===== src/rtl/instruction_scheduler.sv =====
// In-order single-issue instruction scheduler.
// Pops one instruction at a time from the instruction FIFO, checks it against
// the register scoreboard for RAW/WAW hazards, and issues it to the fast or
// slow execution unit. Completions from either unit clear scoreboard bits.
//
// state | meaning
// ------+-----------------------------------------------------------------
// IDLE  | waiting for a non-empty FIFO; pops and latches the head instruction
// CHECK | latched instruction is decoded; issue, stall, drop NOP or flag illegal
module instruction_scheduler #(
  parameter int STALL_W = 8
) (
  input  logic               clk,
  input  logic               n_rst,
  input  logic [15:0]        instr_in,
  input  logic               instr_empty,
  output logic               instr_read,
  input  logic               fast_busy,
  input  logic               slow_busy,
  output logic               fast_start,
  output logic               slow_start,
  output logic [15:0]        issue_instr,
  input  logic               fast_done,
  input  logic [3:0]         fast_done_reg,
  input  logic               slow_done,
  input  logic [3:0]         slow_done_reg,
  output logic [15:0]        dependency_remove,
  output logic [15:0]        pending,
  output logic               stalled,
  output logic               illegal_op,
  output logic [STALL_W-1:0] stall_count
);

  localparam logic [3:0] OP_NOP    = 4'h0;
  localparam logic [3:0] OP_STORE2 = 4'h1;
  localparam logic [3:0] OP_LOAD   = 4'h2;
  localparam logic [3:0] OP_ADD    = 4'h3;
  localparam logic [3:0] OP_SUB    = 4'h4;
  localparam logic [3:0] OP_MUL    = 4'h5;
  localparam logic [3:0] OP_SIN    = 4'h6;
  localparam logic [3:0] OP_NEG    = 4'h7;
  localparam logic [3:0] OP_ABS    = 4'h8;
  localparam logic [3:0] OP_MOVE   = 4'h9;
  localparam logic [3:0] OP_STORE1 = 4'hA;

  typedef enum logic {
    IDLE  = 1'b0,
    CHECK = 1'b1
  } state_t;

  state_t state_q, state_d;

  logic [15:0]        instr_q;
  logic [15:0]        instr_d;
  logic [15:0]        pending_q;
  logic [15:0]        pending_d;
  logic [STALL_W-1:0] stall_cnt_q;
  logic [STALL_W-1:0] stall_cnt_d;

  logic [3:0]  opcode;
  logic [3:0]  dest;
  logic [3:0]  src1;
  logic [3:0]  src2;
  logic        is_writer;
  logic        reads_src1;
  logic        reads_src2;
  logic        to_slow;
  logic        is_nop;
  logic        is_illegal;
  logic        hazard;
  logic        unit_busy;
  logic        issue;
  logic [15:0] done_clr;
  logic [15:0] issue_set;

  assign opcode = instr_q[15:12];
  assign dest   = instr_q[11:8];
  assign src1   = instr_q[7:4];
  assign src2   = instr_q[3:0];

  // Opcode decode: which register fields matter and which unit executes it.
  always_comb begin
    is_writer  = 1'b0;
    reads_src1 = 1'b0;
    reads_src2 = 1'b0;
    to_slow    = 1'b0;
    is_nop     = 1'b0;
    is_illegal = 1'b0;
    case (opcode)
      OP_NOP: begin
        is_nop = 1'b1;
      end
      OP_STORE2, OP_STORE1: begin
        // Stores touch no tracked register.
      end
      OP_LOAD: begin
        is_writer = 1'b1;
      end
      OP_ADD, OP_SUB: begin
        is_writer  = 1'b1;
        reads_src1 = 1'b1;
        reads_src2 = 1'b1;
      end
      OP_MUL: begin
        is_writer  = 1'b1;
        reads_src1 = 1'b1;
        reads_src2 = 1'b1;
        to_slow    = 1'b1;
      end
      OP_SIN: begin
        is_writer  = 1'b1;
        reads_src1 = 1'b1;
        to_slow    = 1'b1;
      end
      OP_NEG, OP_ABS, OP_MOVE: begin
        is_writer  = 1'b1;
        reads_src1 = 1'b1;
      end
      default: begin
        is_illegal = 1'b1;
      end
    endcase
  end

  // Hazards look only at the registered scoreboard, so a completion seen this
  // cycle cannot release a dependent instruction until the following cycle.
  always_comb begin
    hazard = (reads_src1 && pending_q[src1]) ||
             (reads_src2 && pending_q[src2]) ||
             (is_writer  && pending_q[dest]);
    unit_busy = to_slow ? slow_busy : fast_busy;
  end

  // Next-state and strobe generation.
  always_comb begin
    state_d     = state_q;
    instr_d     = instr_q;
    instr_read  = 1'b0;
    fast_start  = 1'b0;
    slow_start  = 1'b0;
    stalled     = 1'b0;
    illegal_op  = 1'b0;
    issue       = 1'b0;
    stall_cnt_d = stall_cnt_q;
    case (state_q)
      IDLE: begin
        if (!instr_empty) begin
          instr_d    = instr_in;
          instr_read = 1'b1;
          state_d    = CHECK;
        end
      end
      CHECK: begin
        if (is_illegal) begin
          illegal_op = 1'b1;
          state_d    = IDLE;
        end else if (is_nop) begin
          state_d = IDLE;
        end else if (hazard || unit_busy) begin
          stalled = 1'b1;
          if (stall_cnt_q != {STALL_W{1'b1}}) begin
            stall_cnt_d = stall_cnt_q + STALL_W'(1);
          end
        end else begin
          issue      = 1'b1;
          fast_start = !to_slow;
          slow_start = to_slow;
          state_d    = IDLE;
        end
      end
      default: begin
        state_d = IDLE;
      end
    endcase
  end

  // Scoreboard update: both completions clear, a new issue sets, set wins.
  always_comb begin
    done_clr  = 16'h0000;
    issue_set = 16'h0000;
    if (fast_done) begin
      done_clr = done_clr | (16'h0001 << fast_done_reg);
    end
    if (slow_done) begin
      done_clr = done_clr | (16'h0001 << slow_done_reg);
    end
    if (issue && is_writer) begin
      issue_set = 16'h0001 << dest;
    end
    pending_d = (pending_q & ~done_clr) | issue_set;
  end

  // State, latched instruction, scoreboard and stall counter registers.
  always_ff @(posedge clk or negedge n_rst) begin
    if (!n_rst) begin
      state_q     <= IDLE;
      instr_q     <= 16'h0000;
      pending_q   <= 16'h0000;
      stall_cnt_q <= '0;
    end else begin
      state_q     <= state_d;
      instr_q     <= instr_d;
      pending_q   <= pending_d;
      stall_cnt_q <= stall_cnt_d;
    end
  end

  assign issue_instr       = instr_q;
  assign pending           = pending_q;
  assign stall_count       = stall_cnt_q;
  assign dependency_remove = done_clr;

endmodule


===== config.mk =====
export PLATFORM = sky130hd
export DESIGN_NAME = instruction_scheduler
export DESIGN_NICKNAME = d
export VERILOG_FILES = /design/src/rtl/instruction_scheduler.sv
export SDC_FILE = /design/constraint.sdc
export NUM_CORES = 1
export LEC_CHECK = 0
export BUFFER_PORTS_ARGS = -buffer_cell sky130_fd_sc_hd__buf_2
export CAP_MARGIN = 20
export CORE_ASPECT_RATIO = 1.1
export CORE_MARGIN = 1.5
export CORE_UTILIZATION = 54
export CTS_CLUSTER_SIZE = 14
export DETAILED_ROUTE_END_ITERATION = 10
export PLACE_DENSITY_LB_ADDON = 0.12
export SLEW_MARGIN = 25
export SYNTH_ARGS = -nofsm -noshare
export SYNTH_HDL_FRONTEND = slang
export SYNTH_SLANG_ARGS = --single-unit
export TNS_END_PERCENT = 10

===== constraint.sdc =====
create_clock -name clk -period 5.5 [get_ports clk]
set_input_delay 0.55 -clock clk [delete_from_list [all_inputs] [get_ports clk]]
set_output_delay 0.55 -clock clk [all_outputs]
set_load 0.05 [all_outputs]

After elaboration in Yosys (flattened, before gate mapping):

Cells that the tools add are included.

* flip-flop bits (word level): 41
* word-level logic and storage cells: 81

* add/sub/neg operators: 1
* magnitude comparators: 3
* equality and inequality tests: 11
* shift operators: 3
* muxes and demuxes: 36
* bitwise operators: 7
* reduce and logical (&&, ||, !) cells: 16

Operator list (count)
* $mux W16: 3
* $shl A1 B4 Y16 const A: 3
* $or A16 B16 Y16: 2
* $mux W1: 29
* $and A16 B16 Y16: 1
* $eq A4 B3 Y1 const B: 4
* $not A16 Y16: 1
* $lt A4 B5 Y1 const B: 3
* $bmux W1 S4: 3
* $eq A4 B4 Y1 const B: 3
* $reduce_or A11 Y1: 1
* $add A8 B1 Y8 const B: 1
* $eq A4 B2 Y1 const B: 2
* $ne A8 B8 Y1 const B: 1
* $reduce_or A8 Y1: 1
* $reduce_or A7 Y1: 1
* $reduce_and A5 Y1: 1
* $eq A4 B1 Y1 const B: 1
* $logic_and A1 B1 Y1: 4
* $logic_not A4 Y1: 1
* $logic_or A1 B1 Y1: 3
* $not A1 Y1: 3
* $reduce_or A3 Y1: 1
* $pmux W1 S2: 1
* other kinds (3): 3

Logic depth before layout (Yosys ltp):

* depth in word-level cells: 14
* mapped depth: 9
* mapped depth without buffers: 7

Worst setup path after synthesis:

OpenSTA, ideal clock, no wires.

* path type: reg2out
* start: reg instr_q[13] (netlist: issue_instr[13])
* end: out fast_start
* data arrival time: 3.515 ns
* required time: 4.950 ns
* path slack: 1.435 ns
* stages on the path, launching flop included: 8
* path buffers: 1
* cell sequence: dfrtp_1 -> clkbuf_1 -> xnor2_1 -> nor3b_1 -> mux2_2 -> nor4_4 -> and2_1 -> nor3b_1

* longest elaborated chain between the ends: 11
* elaborated cells between the ends (all ways): 33

Ends and longest elaborated chain
* start: declaration: line 53 `logic [15:0] instr_q;`
* start signal: assignment: line 202 `instr_q <= instr_d;`
* $eq A4 B3 Y1 (tied with other cells): line 89 `case (opcode)`
* $reduce_or A7 Y1 (no source line) or $reduce_or A3 Y1 (tied branches)
* $mux W1: line 89
* $logic_and A1 B1 Y1, on equally long branches: line 128, 129
* $logic_or A1 B1 Y1: line 128 `hazard = (reads_src1 && pending_q[src1]) ||`
* $logic_or A1 B1 Y1: line 129 `(reads_src2 && pending_q[src2]) ||`
* $logic_or A1 B1 Y1: line 159 `end else if (hazard || unit_busy) begin`
* $mux W1: line 159
* $mux W1: line 157 `end else if (is_nop) begin`
* $mux W1 (*): line 154 `if (is_illegal) begin`
* $mux W1 (*): line 145 `case (state_q)`
* end: declaration: line 20 `output logic fast_start,`

Mark *: on every way between the ends. The rest lies on a longest branch, timed or not.

Final worst setup path:

* start: reg instr_q[9] (netlist: issue_instr[9])
* end: out fast_start

* longest elaborated chain between the ends: 9

Ends and longest elaborated chain
* $bmux W1 S4: line 130 `(is_writer && pending_q[dest]);`
* $mux W1 (not written as such): line 130
* $logic_and A1 B1 Y1: line 130
* $logic_or A1 B1 Y1: line 129
* $logic_or A1 B1 Y1: line 159
* $mux W1: line 159
* $mux W1: line 157
* $mux W1: line 154
* $mux W1: line 145

Every way passes these cells. The select of a mux whose other input is x is not followed.

==> results.tsv <==
metric	value	unit
avgRoutedWirePerCell	17.82	um
register_area	1026	um^2
synthAdderAreaFrac	0.4764	%
rows	26	
hold_violations	0	
synth_top_area_share	39.07	%
syn_area_per_cell	10.38	um^2
drive_gt1_share	41.49	%
clkTransAtPathRegs	0.08	ns
hold_class	primary input to async pin	
fmax	266.2	MHz
gr-usage-all-layers	26.42	%
ys_types	50	
slew_headroom	54.32	%
place.gp.congestion	0.8417	
core-area	4652	um^2
max-cap-violations	0	
wl	6.967	mm
worstSetupEndpointType	output port	
final.min_clock_period	3.757	ns
synthCells	253	
drt_iter0_markers	306	
nNetsFinal	366	
required	4.95	ns
insertion_delay	0.30	ns
yosysSeqAreaShare	39.07	%
synth_top_family_by_area	compound AO/OA/AOI/OAI gates	
path_max_fanout	16	
fin_setup_tns	0	ns
final_cell_mix	90 x buf_2, 41 x dfrtp_1, 26 x mux2_2, 19 x o22ai_1	
grt_pass1_wl	11.20	mm
cts_made_buffers	5	
cts_setup_buffers	0	
grt_pass1_vias	2157	
synth-xor-area-share	2.334	%
initial_core_util	56.46	%
ios	92	
gr-total-overflow	0	
grt_max_degree	42	
diodes	0	
yosys_warnings	0	
die_w	69.50	um
route.vias.total	2492	
die_area	5291	um^2
synth_edf_count	0	
status	finished clean	
synth_area	2626	um^2
cts_resized	0	
tightest_slew	0.6789	ns
yosys.area.top_type	dfrtp_1	
fin_crit_sh	68.31	%
async_flop_share	100.0	%
startpoint_type	flop	
fillers	382	
final_common_cell	buf_2	
cts_tree	yes	
h-tree-depth	2	
vias_per_cell	6.373	
die_h	76.14	um
synth_seq_cells	41	
synthFlopType	dfrtp_1	
synth.net_count	285	
synthTopCellsByArea	dfrtp_1 39%, mux2_2 11%, o22ai_1 4.5%, o221ai_1 3.7%, mux2i_1 3.4%	
root_buffer	clkbuf_8	
port_buffers	91	
path_class	flop to output port	
antenna_found_initial	0	
setup_viol	0	
area_growth	22.30	%
rsz0062_at_grt	false	
synth_compound_area_share	19.06	%
drtAntennaViolNets	0	
synth.mux.area_fraction	18.01	%
clock_sinks	41	
yosys.area_share.simple	17.29	%
arrival	3.21	ns
ctsHoldBuffers	0	
multi_input_area	1501	um^2
clk_path_buf_depth	2	
firstDrtPassIters	5	
maxSlewViolCount	0	
dp_hpwl	5.149	mm
skew	0.003988	ns
drcViolationCount	0	
-- cells in the mapped netlist (4+ instances only) --
master	count
a21oi_1	8
and3_1	5
clkbuf_1	14
dfrtp_1	41
inv_1	4
mux2_2	26
mux2i_1	9
mux4_2	4
nand2_1	14
nand2b_1	14
nand3_1	5
nand4_1	4
nor2_1	8
nor2b_1	4
o221ai_1	11
o22ai_1	19
o31ai_1	7
o41ai_1	6
xor2_1	5
-- critical path, cell delays in order, from the launching register on --
cell and delay (ns):
dfrtp_1 0.70, mux4_2 0.58, o22a_1 0.22, and4_4 0.20, nor4_4 0.47, and2_1 0.27, nor3b_1 0.19, buf_2 0.29
-- flip-flops by register name, summed over array words and instances, names as in the netlist --
| register | flops |
|---|---|
| pending | 16 |
| stall_count | 8 |
| issue_instr | 16 |
| state_q | 1 |
-- final timing paths --
check	slack, ns	startpoint	endpoint	depth (start not counted)
max	1.74	issue_instr[9]	fast_start	7
max reg2reg	2.43	issue_instr[9]	pending[3]	6
max in group asynchronous	4.91	n_rst	issue_instr[1]	1
min	0.22	n_rst	pending[11]	1
min reg2reg	0.51	stall_count[4]	stall_count[4]	1
min in group clk	0.45	instr_empty	state_q	2
-- cells by family after synthesis --
kind of cell,Yosys count
buf+inv,22
fa+ha+maj,1
xor+xnor,7
flops,41
simple gates,74
compound gates,69
mux,39
-- through the flow --
step           setup WS (ns)  std cells  util (%)  hold WS (ns)  area (um^2)
2_1_floorplan          1.435        253         -        0.2544         2626
4_1_cts                1.717        391     68.99        0.4154         3209
3_3_place_gp           2.150        383     66.11        0.4978         3075
3_5_place_dp           2.073        383     66.11        0.5018         3075
5_1_grt                1.556        391     69.04        0.2684         3212
6_report               1.743        391     69.04        0.2154         3212
-- cell type report --
class,instances,area share [%]
multi-input combinational,190,46.75
clock buffer,5,2.143
sequential,41,31.94
inverter,4,0.4675
clock inverter,3,2.026
timing repair buffer,92,14.49
tap,56,2.182
-- layer usage --
metal / vias to the layer above / GRT usage [%] / part of all wire, %
li1: 1152 / - / -
met1: 1204 / 36.35 / 40
met2: 125 / 42.40 / 51
met3: 11 / 5.820 / 8.2
met4: 0 / 6.863 / 1.2
met5: - / 0 / 0
Power is not shown: default switching activity piles up to over one toggle a cycle in this logic, so the estimate is an artifact.
